File: src/rtl/frm_irq_pkg.sv
// rtl/frm_irq_pkg.sv - shared state and cause definitions for the frame/line interrupt block
package frm_irq_pkg;

    typedef enum logic [1:0] {
        ST_IDLE   = 2'd0,
        ST_ACTIVE = 2'd1,
        ST_DONE   = 2'd2
    } frm_state_e;

    localparam int N_CAUSE          = 4;
    localparam int CAUSE_FRM_DONE   = 0;
    localparam int CAUSE_LINE_MATCH = 1;
    localparam int CAUSE_LINE_ERR   = 2;
    localparam int CAUSE_FRM_ERR    = 3;

endpackage

File: src/rtl/irq_sticky_reg.sv
// rtl/irq_sticky_reg.sv - sticky set / write-1-to-clear status with enable mask and registered irq
module irq_sticky_reg #(
    parameter int W = 4
) (
    input  logic         clk,
    input  logic         resetn,
    input  logic [W-1:0] set,
    input  logic [W-1:0] clr,
    input  logic [W-1:0] en,
    output logic [W-1:0] status,
    output logic         irq
);

    logic [W-1:0] status_d, status_q;
    logic         irq_d, irq_q;

    // A set in the same cycle as a clear wins so that no event is ever lost.
    // irq follows the registered status, giving one extra cycle of latency.
    always_comb begin
        status_d = (status_q & ~clr) | set;
        irq_d    = |(status_q & en);
    end

    // Status and irq registers.
    always_ff @(posedge clk) begin
        if (!resetn) begin
            status_q <= '0;
            irq_q    <= 1'b0;
        end else begin
            status_q <= status_d;
            irq_q    <= irq_d;
        end
    end

    assign status = status_q;
    assign irq    = irq_q;

endmodule

File: src/rtl/frm_line_irq.sv
// rtl/frm_line_irq.sv - passive AXI4-Stream video frame/line event interrupt generator
module frm_line_irq
    import frm_irq_pkg::*;
#(
    parameter int VSIZE_W = 12,
    parameter int HSIZE_W = 12,
    parameter int FCNT_W  = 16
) (
    input  logic               s_axis_aclk,
    input  logic               s_axis_aresetn,
    input  logic               s_axis_tvalid,
    input  logic               s_axis_tready,
    input  logic               s_axis_tuser,
    input  logic               s_axis_tlast,
    input  logic [VSIZE_W-1:0] img_vsize,
    input  logic [HSIZE_W-1:0] img_hsize,
    input  logic [VSIZE_W-1:0] line_match,
    input  logic [3:0]         irq_en,
    input  logic [3:0]         irq_clr,
    output logic [3:0]         irq_status,
    output logic               irq,
    output logic               frm_done_pulse,
    output logic [VSIZE_W-1:0] line_cnt,
    output logic [FCNT_W-1:0]  frm_cnt
);

    localparam logic [HSIZE_W-1:0] PIX_ONE  = HSIZE_W'(1);
    localparam logic [HSIZE_W-1:0] PIX_MAX  = '1;
    localparam logic [VSIZE_W-1:0] LINE_ONE = VSIZE_W'(1);
    localparam logic [FCNT_W-1:0]  FCNT_ONE = FCNT_W'(1);

    frm_state_e         state_d, state_q;
    logic [VSIZE_W-1:0] line_d, line_q;
    logic [HSIZE_W-1:0] pix_d, pix_q;
    logic [VSIZE_W-1:0] vsize_d, vsize_q;
    logic [HSIZE_W-1:0] hsize_d, hsize_q;
    logic [VSIZE_W-1:0] lmatch_d, lmatch_q;
    logic [FCNT_W-1:0]  frm_cnt_d, frm_cnt_q;
    logic               pulse_d, pulse_q;

    // Values seen by the end-of-line rules; a SOF beat replaces them first.
    frm_state_e         eff_state;
    logic [VSIZE_W-1:0] eff_line;
    logic [HSIZE_W-1:0] eff_pix;
    logic [VSIZE_W-1:0] eff_vsize;
    logic [HSIZE_W-1:0] eff_hsize;
    logic [VSIZE_W-1:0] eff_lmatch;
    logic [HSIZE_W-1:0] line_len;
    logic [N_CAUSE-1:0] cause_set;
    logic               beat;

    assign beat = s_axis_tvalid & s_axis_tready;

    // Frame tracking: SOF handling, pixel/line counting and cause detection.
    always_comb begin
        state_d    = state_q;
        line_d     = line_q;
        pix_d      = pix_q;
        vsize_d    = vsize_q;
        hsize_d    = hsize_q;
        lmatch_d   = lmatch_q;
        frm_cnt_d  = frm_cnt_q;
        pulse_d    = 1'b0;
        cause_set  = '0;
        eff_state  = state_q;
        eff_line   = line_q;
        eff_pix    = pix_q;
        eff_vsize  = vsize_q;
        eff_hsize  = hsize_q;
        eff_lmatch = lmatch_q;
        line_len   = '0;

        if (beat) begin
            if (s_axis_tuser) begin
                // Any progress in the current frame means it was cut short.
                if (state_q == ST_ACTIVE && (line_q != '0 || pix_q != '0)) begin
                    cause_set[CAUSE_FRM_ERR] = 1'b1;
                end
                vsize_d    = img_vsize;
                hsize_d    = img_hsize;
                lmatch_d   = line_match;
                line_d     = '0;
                pix_d      = PIX_ONE;
                state_d    = ST_ACTIVE;
                eff_state  = ST_ACTIVE;
                eff_vsize  = img_vsize;
                eff_hsize  = img_hsize;
                eff_lmatch = line_match;
                eff_line   = '0;
                eff_pix    = PIX_ONE;
            end

            line_len = (eff_pix == PIX_MAX) ? PIX_MAX : eff_pix + PIX_ONE;

            if (eff_state == ST_ACTIVE) begin
                if (s_axis_tlast) begin
                    if (eff_hsize != '0 && line_len != eff_hsize) begin
                        cause_set[CAUSE_LINE_ERR] = 1'b1;
                    end
                    if (eff_line == eff_lmatch) begin
                        cause_set[CAUSE_LINE_MATCH] = 1'b1;
                    end
                    if (eff_vsize != '0 && eff_line == eff_vsize - LINE_ONE) begin
                        cause_set[CAUSE_FRM_DONE] = 1'b1;
                        pulse_d   = 1'b1;
                        frm_cnt_d = frm_cnt_q + FCNT_ONE;
                        state_d   = ST_DONE;
                    end else begin
                        line_d = eff_line + LINE_ONE;
                        pix_d  = '0;
                    end
                end else if (!s_axis_tuser) begin
                    pix_d = line_len;
                end
            end else if (eff_state == ST_DONE) begin
                // Data after the last line of a frame without a new SOF.
                cause_set[CAUSE_FRM_ERR] = 1'b1;
            end
        end
    end

    // Tracking state, shadows and counters.
    always_ff @(posedge s_axis_aclk) begin
        if (!s_axis_aresetn) begin
            state_q   <= ST_IDLE;
            line_q    <= '0;
            pix_q     <= '0;
            vsize_q   <= '0;
            hsize_q   <= '0;
            lmatch_q  <= '0;
            frm_cnt_q <= '0;
            pulse_q   <= 1'b0;
        end else begin
            state_q   <= state_d;
            line_q    <= line_d;
            pix_q     <= pix_d;
            vsize_q   <= vsize_d;
            hsize_q   <= hsize_d;
            lmatch_q  <= lmatch_d;
            frm_cnt_q <= frm_cnt_d;
            pulse_q   <= pulse_d;
        end
    end

    irq_sticky_reg #(
        .W (N_CAUSE)
    ) u_sticky (
        .clk    (s_axis_aclk),
        .resetn (s_axis_aresetn),
        .set    (cause_set),
        .clr    (irq_clr),
        .en     (irq_en),
        .status (irq_status),
        .irq    (irq)
    );

    assign frm_done_pulse = pulse_q;
    assign line_cnt       = line_q;
    assign frm_cnt        = frm_cnt_q;

endmodule

File: config.mk
export PLATFORM = sky130hd
export DESIGN_NAME = frm_line_irq
export DESIGN_NICKNAME = d
export VERILOG_FILES = /design/src/rtl/frm_irq_pkg.sv /design/src/rtl/irq_sticky_reg.sv /design/src/rtl/frm_line_irq.sv
export SDC_FILE = /design/constraint.sdc
export NUM_CORES = 1
export LEC_CHECK = 0
export CAP_MARGIN = 5
export CORE_MARGIN = 4
export CORE_UTILIZATION = 25
export CTS_BUF_LIST = sky130_fd_sc_hd__clkbuf_8
export CTS_CLUSTER_DIAMETER = 120
export CTS_CLUSTER_SIZE = 30
export DETAILED_ROUTE_END_ITERATION = 10
export HOLD_SLACK_MARGIN = 0.05
export PLACE_DENSITY_LB_ADDON = 0.05
export RECOVER_POWER = 50
export SLEW_MARGIN = 25
export SYNTH_ARGS = -nofsm -noshare
export SYNTH_HDL_FRONTEND = slang
export SYNTH_SLANG_ARGS = --single-unit
File: constraint.sdc
create_clock -name s_axis_aclk -period 5.7 [get_ports s_axis_aclk]
set_input_delay 1.14 -clock s_axis_aclk [delete_from_list [all_inputs] [get_ports s_axis_aclk]]
set_output_delay 1.14 -clock s_axis_aclk [all_outputs]
set_load 0.1 [all_outputs]
==> impl_metrics.ini, run 1 <==
[logic_synthesis]
syn-cell-area_sq_um = 5196
synthTopCellsByArea = dfxtp_1, nand2_1, xnor2_1
synth-edff-count = 0
postSynthCellCount = 675
synth_nets = 729
synthDistinctLibCells = 72
synth_warnings = 0
syn_avg_cell_area_sq_um = 7.698
synth_seq_cells = 84
synth_area_leader_cell = dfxtp_1
synthFlopType = dfxtp_1
async_flop_share = 0
ys_seq_area_frac = 0.3236
yosysTopAreaCellShare = 0.3236

[pwr]
ir_drop_uv = 89.01
p_sw_uw = 347.4
power_frac_comb = 0.147
power_leakage_uw = 0.002223
power.clock.fraction = 0.336
power.share.switching = 0.2956
power.internal_uw = 827.8
powerDensity_nw_per_um2 = 183.7
seqPwrFrac = 0.517

[timing]
period_minus_slack_ns = 4.714
fin_skew_ns = 0.01188
worst_hold_slack_ns = 0.4752
slew_violations = 69
setup_viol_count_final = 0
fin_crit_sh = 0.8270
fin_ws_ns = 0.9859
maxSlewHeadroom = -1.336
tightestPinTransition_ns = 3.503
max_freq_mhz = 212.1
rsz0062_at_grt = false
setup_tns_ns = 0
hold_viol = 0

[setup_path]
crit_chain = clkdlybuf4s50_1 -> clkbuf_1 -> clkinv_1 -> clkbuf_1 -> nor2_1
path_buf_inv = 4
crit_type = input pin to flip-flop
critPathMaxFanout = 68
cpMostUsedCell = clkbuf_1
cp_slowest_cell = clkbuf_1
critical-path-top-delay-family = buffers and inverters
slowest_delay_ns = 2.48
crit_required_ns = 5.81
crit_path_end_kind = flip-flop
cp.arrival_ns = 4.83
start_kind = input pin

[outcome]
violations = max-capacitance violations, max-slew violations
outcome = complete, but fails checks

[drt]
drt_iter0_drc = 251
route.final.wire_length_mm = 18.04
vias_per_cell = 4.984
ant_nets = 0
drtPass1Iterations = 5
vias = 5024
wire_per_inst_microns = 17.89
drcViolationCount = 0

[hold_path]
hold_path_class = flip-flop to flip-flop

[finish]
final_cell_mix = nand2_1, dfxtp_1, a21oi_1, clkdlybuf4s50_1, nor2_1
syn_to_final_growth_pct = 23.09
nNetsFinal = 787
layout-drive-gt1-share = 0.06911
final_common_cell = nand2_1
diodes = 0
fin_util = 0.3141

[floorplanning]
chipWidth_microns = 152.2
die_area_sq_um = 23160
num_rows = 52
start_util = 0.2552
core_sq_um = 20360
io_pins = 84
die_y_microns = 152.2

[grt]
grt_max_degree = 69
busiest_layer = met2
grt_first_pass_wirelength_mm = 29.16
grt_overflow = 0
grt_util_met3 = 0.03664
grt.total_usage = 0.1561
grt_pass1_vias = 5156
met1_usage = 0.2049
antenna_found_initial = 1
gr-usage-met2 = 0.2633

[place]
dp_slack_ns = 1.013
hpwl_mm = 12.84
io_buffers = 83
gp_congestion = 0.7792

[clock_tree]
path_clk_slew_ns = 0.09
insertion_delay_ns = 0.37
cts_tree = done
root_buffer = clkbuf_8
cts.sinks = 84
cts_setup_buffers = 0
clk_path_buf_depth = 2
ctsResizeCount = 0
htreeDepth = 3
holdBufCountCts = 0
cts_made_buffers = 9

[run]
cap_violations = 1
-- kinds of logic (layout without fill, tap and decap cells) --
logic type               after synthesis  after routing  share of synthesized area
AO/OA/AOI/OAI                        151            151                     0.1871
multiplexers                          12             12                    0.02384
flip-flops                            84             84                     0.3236
buffers and inverters                 56            119                    0.04503
XOR/XNOR                              60             60                     0.1011
adder cells (fa/ha/maj)                4              4                   0.009632
AND/OR/NAND/NOR                      308            308                     0.3097
-- Yosys cell counts (3+ instances only) --
cell / n
clkbuf_1: 30
o31ai_1: 4
buf_1: 6
nor3b_1: 7
buf_2: 4
or2_2: 3
and2_1: 4
o221ai_1: 3
o21ai_1: 9
inv_1: 10
nor3_1: 14
nand2b_1: 5
mux2i_1: 9
o211ai_1: 7
dfxtp_1: 84
xnor2_1: 37
nor4_2: 7
a21o_1: 5
or3_1: 10
nand3_1: 30
nand3b_1: 4
nand2_1: 119
nand4_1: 9
a31oi_1: 6
and4b_1: 4
a311oi_1: 4
o22a_1: 3
a211o_1: 3
a21oi_1: 62
nor2_1: 44
and3_1: 7
or4_1: 4
nor4_1: 14
o22ai_1: 3
o21ai_0: 16
nor2b_1: 11
xor2_1: 23
ha_1: 4
-- state kept, by name, indices dropped and copies added, names as in the netlist --
name and flops:
lmatch_q 12, u_sticky.status 4, u_sticky.irq 1, frm_done_pulse 1, state_q 2, vsize_q 12, line_cnt 12, frm_cnt 16
hsize_q 12, pix_q 12
-- per-stage QoR --
stage	std cells	power [uW]	area [sq um]
floorplan	675	721.5	5196
global placement	992	796.9	6235
detailed placement	992	797.5	6235
CTS	1008	1203	6404
global route	1008	1241	6396
finish	1008	1175	6396
-- layer usage --
layer / share of wire / vias up
met5: 0 / -
met2: 0.48 / 92
met3: 0.041 / 6
met1: 0.47 / 2405
met4: 0.0065 / 0
li1: - / 2521
-- worst min-delay path: cells and delay by family (launching register included) --
family | cells | cell delay [ns]
flip-flops | 1 | 0.33
AND/OR/NAND/NOR | 1 | 0.05
AO/OA/AOI/OAI | 1 | 0.05
-- layout make-up --
type | count | area (sq um)
clock buffers | 9 | 123.9
clock inverters | 7 | 45.04
fillers | 2199 | 13970
inverters | 13 | 48.80
multi-input cells | 535 | 3288
flip-flops and latches | 84 | 1682
well taps | 270 | 337.8
repair buffers | 90 | 870.8
-- final timing paths --
kind | from | to | slack, ns | cells past startpoint
max | s_axis_aresetn | frm_done_pulse | 0.99 | 5
min | lmatch_q[1] | lmatch_q[1] | 0.48 | 2
max reg2reg | vsize_q[0] | frm_cnt[13] | 2.40 | 8
min reg2reg | lmatch_q[1] | lmatch_q[1] | 0.48 | 2
-- power by group through the flow --
stage / registers [uW] / logic, uW / clock network [uW]
2_1_floorplan: 622 / 99.5 / 0
3_3_place_gp: 622 / 175 / 0
3_5_place_dp: 622 / 175 / 0
4_1_cts: 609 / 176 / 419
5_1_grt: 610 / 191 / 440
6_report: 608 / 173 / 394
No activity file was read; power rests on OpenSTA's default activity.
==> inputs of run 2 (changes only) <==
clock period = 4.2 ns   (was 5.7 ns; I/O delays follow)
==> run 2 against run 1 <==
The run still ends with max-capacitance violations, max-slew violations left. Worst hold slack worse by 0.0069 ns. Setup slack worse by 0.44 ns. Register-to-register slack got worse by 1.2 ns.
==> impl_metrics.ini, run 2 (synthesis results as in run 1) <==
[finish]
diodes = 0
nNetsFinal = 803
nFillCells = 2189
layout-drive-gt1-share = 0.08488
final_cell_mix = nand2_1, dfxtp_1, a21oi_1, clkdlybuf4s50_1, nor2_1
syn_to_final_growth_pct = 26.03
largest_reg_flops = 16
regArea_sq_um = 1682
multi_input_area_sq_um = 3286
final_common_cell = nand2_1

[clock_tree]
path_clk_slew_ns = 0.09
cts.sinks = 84
cts_made_buffers = 9
cts_setup_buffers = 0
clk_path_buf_depth = 2
insertion_delay_ns = 0.38
root_buffer = clkbuf_8
holdBufCountCts = 0
htreeDepth = 3
ctsResizeCount = 0
cts_tree = done

[floorplanning]
start_util = 0.2552
chipWidth_microns = 152.2
num_rows = 52
io_pins = 84
die_y_microns = 152.2
core_sq_um = 20360
die_area_sq_um = 23160

[pwr]
power.clock.fraction = 0.370
power_leakage_uw = 0.002312
power.internal_uw = 1220
ir_drop_uv = 126.7
seqPwrFrac = 0.487
powerDensity_nw_per_um2 = 258.6
power_frac_comb = 0.142
power.share.switching = 0.2794
p_sw_uw = 473.1
p_total_uw = 1693

[run]
cap_violations = 2

[grt]
grt_overflow = 0
grt_pass1_vias = 5120
grt_max_degree = 35
grt.total_usage = 0.1567
antenna_found_initial = 0
grt_first_pass_wirelength_mm = 29.41

[place]
gp_congestion = 0.8199
io_buffers = 83
hpwl_mm = 13.60

[setup_path]
cp.arrival_ns = 3.90
start_kind = input pin
crit_required_ns = 4.45
crit_type = input pin to flip-flop
critPathMaxFanout = 14
crit_path_end_kind = flip-flop

[timing]
tightestPinTransition_ns = 1.622
maxSlewHeadroom = -0.08157
hold_viol = 0
max_freq_mhz = 273.4
fin_crit_sh = 0.8708
rsz0062_at_grt = false
setup_viol_count_final = 0
setup_tns_ns = 0
period_minus_slack_ns = 3.657
slew_violations = 35
fin_skew_ns = 0.01078

[drt]
drcViolationCount = 0
route.final.wire_length_mm = 18.32
vias = 5121
drtPass1Iterations = 5
drt_iter0_drc = 275
vias_per_cell = 5.001
wire_per_inst_microns = 17.89
ant_nets = 0

[hold_path]
hold_path_class = flip-flop to flip-flop

[outcome]
outcome = complete, but fails checks
violations = max-capacitance violations, max-slew violations
## run 2: cell count changes in the layout (fill, tap and decap cells not counted), moves of 2 or more
| cell | before | now |
|---|---|---|
| buf_4 | 5 | 21 |
| clkdlybuf4s50_1 | 58 | 61 |
| dlygate4sd3_1 | 24 | 21 |
| inv_1 | 11 | 14 |
| clkbuf_8 | 9 | 11 |
| clkinv_2 | 2 | 0 |
## run 2: path summary, 6_finish.rpt
| check | cells past startpoint | endpoint | start | slack (ns) |
|---|---|---|---|---|
| setup / recovery | 10 | line_cnt[0] | img_vsize[2] | 0.54 |
| hold reg to reg | 2 | state_q[1] | state_q[1] | 0.47 |
| hold / removal | 2 | state_q[1] | state_q[1] | 0.47 |
| setup reg to reg | 9 | line_cnt[0] | vsize_q[0] | 1.18 |
## run 2: area by class of cell
type / count / area share
Multi-Input combinational cell: 535 / 0.5017
Clock buffer: 11 / 0.02312
Sequential cell: 84 / 0.2568
Tap cell: 270 / 0.05159
Clock inverter: 5 / 0.008024
Inverter: 13 / 0.007451
Timing Repair Buffer: 106 / 0.1513
## run 2: power by group through the flow
stage | combinational, uW | clock [uW] | sequential, uW
6_report | 241 | 627 | 825
5_1_grt | 267 | 682 | 828
4_1_cts | 246 | 655 | 826
3_5_place_dp | 244 | 0 | 844
3_3_place_gp | 243 | 0 | 844
2_1_floorplan | 136 | 0 | 844
## run 2: stage by stage
stage                     hold WS, ns  utilization  instances  area [sq um]  worst slack [ns]
after floorplan                0.4451            -        675          5207           0.03932
after global placement         0.4610       0.3121       1008          6355            0.2152
after detailed placement       0.4607       0.3121       1008          6355            0.1823
after CTS                      0.4725       0.3221       1024          6559            0.5861
after global routing           0.4967       0.3216       1024          6549            0.3285
final                          0.4683       0.3216       1024          6549            0.5425
## run 2: critical path, stage by stage
cell and delay, ns:
clkdlybuf4s50_1 0.48, or4b_1 0.59, a22o_1 0.32, nor3_2 0.18
o211ai_1 0.19, or4_4 0.57, o21ai_4 0.39, buf_4 0.19
xnor2_1 0.11, nor2_1 0.05
## run 2: per-layer routing
layer,vias to the layer above,global-route usage,share of wire
met3,21,0.03153,0.037
met5,-,0,0
li1,2559,-,-
met4,0,0.04409,0.019
met1,2444,0.2092,0.48
met2,97,0.2578,0.47
==> inputs of run 3 (changes only) <==
CORE_ASPECT_RATIO = 0.9   (was default)
CORE_UTILIZATION = 50   (was 25)
==> run 3 against run 2 <==
The flow still finishes with violations (max-capacitance violations, max-slew violations). Sequential power about the same. Sequential share of layout area is 0.62 points higher. Non-clock buffer count fell by 5. Combinational power decreased by 2%. First-iteration DRC count rose by 49%. Clock power up 22%. Fmax shrank 0.93%. Critical path depth unchanged. Register-to-register slack worse by 0.08 ns. Worst hold slack improved by 0.0065 ns. Setup slack got worse by 0.034 ns. Clock-buffer cell count fell by 2. Critical path type unchanged. Critical endpoint is now line_cnt[10]. Largest cell class unchanged. Highest routed layer unchanged.
==> impl_metrics.ini, run 3 (synthesis results as in run 1) <==
[finish]
layout-drive-gt1-share = 0.07877
fin_util = 0.6266
syn_to_final_growth_pct = 23.04
final_cell_mix = nand2_1, dfxtp_1, a21oi_1, clkdlybuf4s50_1, nor2_1
final_common_cell = nand2_1
fin_cells = 878
post-route-cell-area_sq_um = 6394
diodes = 0
nFillCells = 921
largest_reg_flops = 16
nNetsFinal = 798

[hold_path]
hp-start = lmatch_q[0]
hold_path_class = flip-flop to flip-flop

[setup_path]
start_kind = input pin
r2r_start = vsize_q[0]
crit_required_ns = 4.47
crit_type = input pin to flip-flop
startpoint = s_axis_tuser
critPathMaxFanout = 17
crit_path_end_kind = flip-flop
cp.arrival_ns = 3.96

[floorplanning]
num_rows = 35
core_sq_um = 10200
io_pins = 84
chipWidth_microns = 115.5
start_util = 0.5093
die_area_sq_um = 12090
die_y_microns = 104.7

[drt]
drcViolationCount = 0
ant_nets = 0
vias = 5186
drt_iter0_drc = 409
vias_per_cell = 5.907
drtPass1Iterations = 5
wire_per_inst_microns = 17.06
route.final.wire_length_mm = 14.98

[place]
hpwl_mm = 11.00
place_area_sq_um = 6141
placed_cells = 862
io_buffers = 83
gp_congestion = 0.8709

[clock_tree]
cts_setup_buffers = 0
ctsResizeCount = 0
cts_tree = done
path_clk_slew_ns = 0.09
cts_made_buffers = 9
cts.sinks = 84
htreeDepth = 3
insertion_delay_ns = 0.37
holdBufCountCts = 0
clk_path_buf_depth = 2
root_buffer = clkbuf_8

[timing]
tightestPinTransition_ns = 1.769
slew_violations = 38
max_freq_mhz = 270.9
fin_skew_ns = 0.01297
hold_viol = 0
rsz0062_at_grt = false
period_minus_slack_ns = 3.692
maxSlewHeadroom = -0.1793
setup_viol_count_final = 0
fin_crit_sh = 0.8790
setup_tns_ns = 0

[grt]
antenna_found_initial = 0
grt_max_degree = 38
grt_overflow = 0
grt.total_usage = 0.2537
grt_first_pass_wirelength_mm = 24.91
grt_pass1_vias = 5022

[outcome]
violations = max-capacitance violations, max-slew violations
outcome = complete, but fails checks

[pwr]
powerDensity_nw_per_um2 = 285.0
ir_drop_uv = 261.3
power_leakage_uw = 0.002314

[run]
cap_violations = 1
run 3: final timing paths:
check / end / cells past startpoint / slack (ns)
setup / recovery: line_cnt[10] / 10 / 0.51
hold / removal: lmatch_q[0] / 2 / 0.47
setup reg to reg: line_cnt[10] / 8 / 1.10
hold reg to reg: lmatch_q[0] / 2 / 0.47
run 3: worst max-delay path, stage by stage:
cell	delay, ns
clkbuf_1	0.39
buf_4	0.30
nor4b_4	0.28
o221ai_1	0.20
xor2_1	0.17
o31a_1	0.35
or4_4	0.65
o21ai_4	0.42
a2111oi_0	0.14
o21a_1	0.21
run 3: power breakdown:
part           internal [uW]  switching, uW
sequential               809           15.5
combinational            106            129
clock                    454            308
run 3: cell type report:
class / instances / area (sq um) / share of cell area
multi-input combinational: 535 / 3286 / 0.5139
clock inverter: 7 / 140.1 / 0.02192
tap: 129 / 161.4 / 0.02524
sequential: 84 / 1682 / 0.2630
clock buffer: 9 / 123.9 / 0.01937
timing repair buffer: 101 / 952.2 / 0.1489
inverter: 13 / 48.80 / 0.007632
run 3: through the flow:
step	power, uW	worst slack (ns)	hold WS (ns)
5_1_grt	1892	0.2285	0.4979
6_report	1822	0.5082	0.4747
2_1_floorplan	980.2	0.03932	0.4451
3_3_place_gp	1072	0.2488	0.4567
4_1_cts	1837	0.5764	0.4750
3_5_place_dp	1078	0.1870	0.4639
run 3: per-layer routing:
layer  global-route usage  wire, microns
met3              0.04690            786
met5                    0              0
met4              0.08466            348
met1               0.3346           6630
met2               0.4145           7215
==> variant, RTL diff (config.mk and constraints of run 1) <==
`FCNT_W`: 16 -> 32.
--- a/src/rtl/frm_line_irq.sv
+++ b/src/rtl/frm_line_irq.sv
@@ -6,3 +6,3 @@
     parameter int HSIZE_W = 12,
-    parameter int FCNT_W  = 16
+    parameter int FCNT_W  = 32
 ) (
Ports: changed (resized frm_cnt); port bits go from 84 to 100. No check against the original RTL was run, so the function may have changed too.
==> variant against run 1 <==
  * Sequential cell count up 16
  * Total power up 16%
  * Combinational power up 12%
  * Final area up 17%
  * Area after synthesis up 17%
  * Global-route usage up 0.054 points
  * Fmax up 0.71%
  * Core utilization up 0.12 points
  * Critical path depth unchanged
  * Sequential power up 19%
  * Wire length up 16%
  * Setup slack better by 0.033 ns
  * Largest power group unchanged
==> variant: results (changes against run 1) <==
- Outcome: finished, final reports clean (was finished with violations)
- The net switching power of the design was 0.414 mW (was 0.347 mW).
- The register-to-register setup slack was 2.30 ns (was 2.40 ns).
- Maximum number of pins on one net before global-route repair: 63 (was 69)
- The number of antenna violations at the first check in global routing was 0 (was 1).
- Delay of the slowest cell on the worst path: 1.05 ns (was 2.48 ns)
* Unique cell type count in the Yosys netlist: 67 (was 72)
- # fillers: 2625 (was 2199)
- Met3 Use GR: 3.28% (was 3.66%)
- Setup repair bufs after CTS: 0 (unchanged)
- Fraction of layout instances using a drive strength above 1: 5.20% (was 6.91%)
- Net count of the finished layout: 916 (was 787)
- The met2 capacity usage during global routing came to 25.7% (was 26.3%).
- Port Buf Inserts: 99 (was 83)
* Biggest fanout along the worst timing path: 42 (was 68)
* Clock tree buffer depth: 2 (unchanged)
- The met1 usage in global routing is 21.3% (was 20.5%).
- The number of maximum-capacitance violations came to 0 (was 1).
* Clock insertion delay at the later pin of the skew report: 0.39 ns (was 0.37 ns)
- The worst hold path endpoint is hsize_q[11]$_SDFFE_PN0P_ (was lmatch_q[1]$_SDFFE_PN0P_).
- Ratio of routed vias to standard cells: 5.24 (was 4.98)
- Hold path startpoint: hsize_q[11]$_SDFFE_PN0P_ (was lmatch_q[1]$_SDFFE_PN0P_)
- The overall track demand over capacity in global routing came to 15.7% (was 15.6%).
- Iteration-0 DRC count of the detailed router: 378 (was 251)
* Static leakage: 2.47 nW (was 2.22 nW)
- The maximum resistive drop on vdd is 104 uV (was 89.0 uV).
- Non-filler cells in the finished layout: 1185 (was 1008)
- The share of synthesized area occupied by flip-flops and latches came to 33.1% (was 32.4%).
* Vias in the first global route: 6094 (was 5156)
* Net Count, Synth: 849 (was 729)
* Largest cells by area after synthesis: dfxtp_1, a21oi_1, nand2_1 (was dfxtp_1, nand2_1, xnor2_1)
* List of most frequent post-synthesis cells: nand2_1, dfxtp_1, a21oi_1 (unchanged)
* HPWL reported at the end of detailed placement: 14800 um (was 12800 um)
- The depth of the worst register-to-register path is 10 (was 8).
- Arr. time, crit path: 4.97 ns (was 4.83 ns)
- Average cell area after synthesis: 7.62 sq um (was 7.70 sq um)
==> variant: stage by stage <==
stage / cell area, sq um / power (mW) / hold WS, ns / util, % / worst slack [ns]
CTS: 7470 / 1.39 / 0.464 / 31.5 / 1.04
detailed placement: 7300 / 0.931 / 0.448 / 30.8 / 0.612
global route: 7470 / 1.43 / 0.473 / 31.5 / 0.588
global placement: 7300 / 0.929 / 0.439 / 30.8 / 0.764
floorplan: 6060 / 0.847 / 0.434 / - / 0.467
finish: 7470 / 1.37 / 0.464 / 31.5 / 1.02
==> variant: layout make-up <==
type / instances / area share, %
tap: 319 / 5.35
timing repair buffer: 111 / 14.3
inverter: 24 / 1.21
clock inverter: 6 / 0.654
sequential: 100 / 26.8
multi-input combinational: 616 / 50.0
clock buffer: 9 / 1.66
==> variant: power by group through the flow <==
stage / Clock [mW] / Combinational (mW) / Sequential (mW)
6_report: 0.453 / 0.193 / 0.721
4_1_cts: 0.473 / 0.195 / 0.721
2_1_floorplan: 0 / 0.107 / 0.741
3_3_place_gp: 0 / 0.192 / 0.737
5_1_grt: 0.499 / 0.212 / 0.723
3_5_place_dp: 0 / 0.194 / 0.737
==> variant: logic make-up (layout without fill, tap and decap cells) <==
| family | Yosys count | after routing | share of synthesized area (%) |
|---|---|---|---|
| xor+xnor | 45 | 45 | 6.51 |
| compound gates | 220 | 220 | 22.7 |
| flops | 100 | 100 | 33.1 |
| simple gates | 330 | 330 | 28.5 |
| mux | 17 | 17 | 2.85 |
| fa+ha+maj | 4 | 4 | 0.826 |
| buf+inv | 79 | 150 | 5.56 |
==> variant: layer usage <==
metal / part of all wire [%] / wire, um
met1: 49 / 10100
met2: 45 / 9440
met3: 5.3 / 1100
met4: 0.94 / 197
met5: 0 / 0
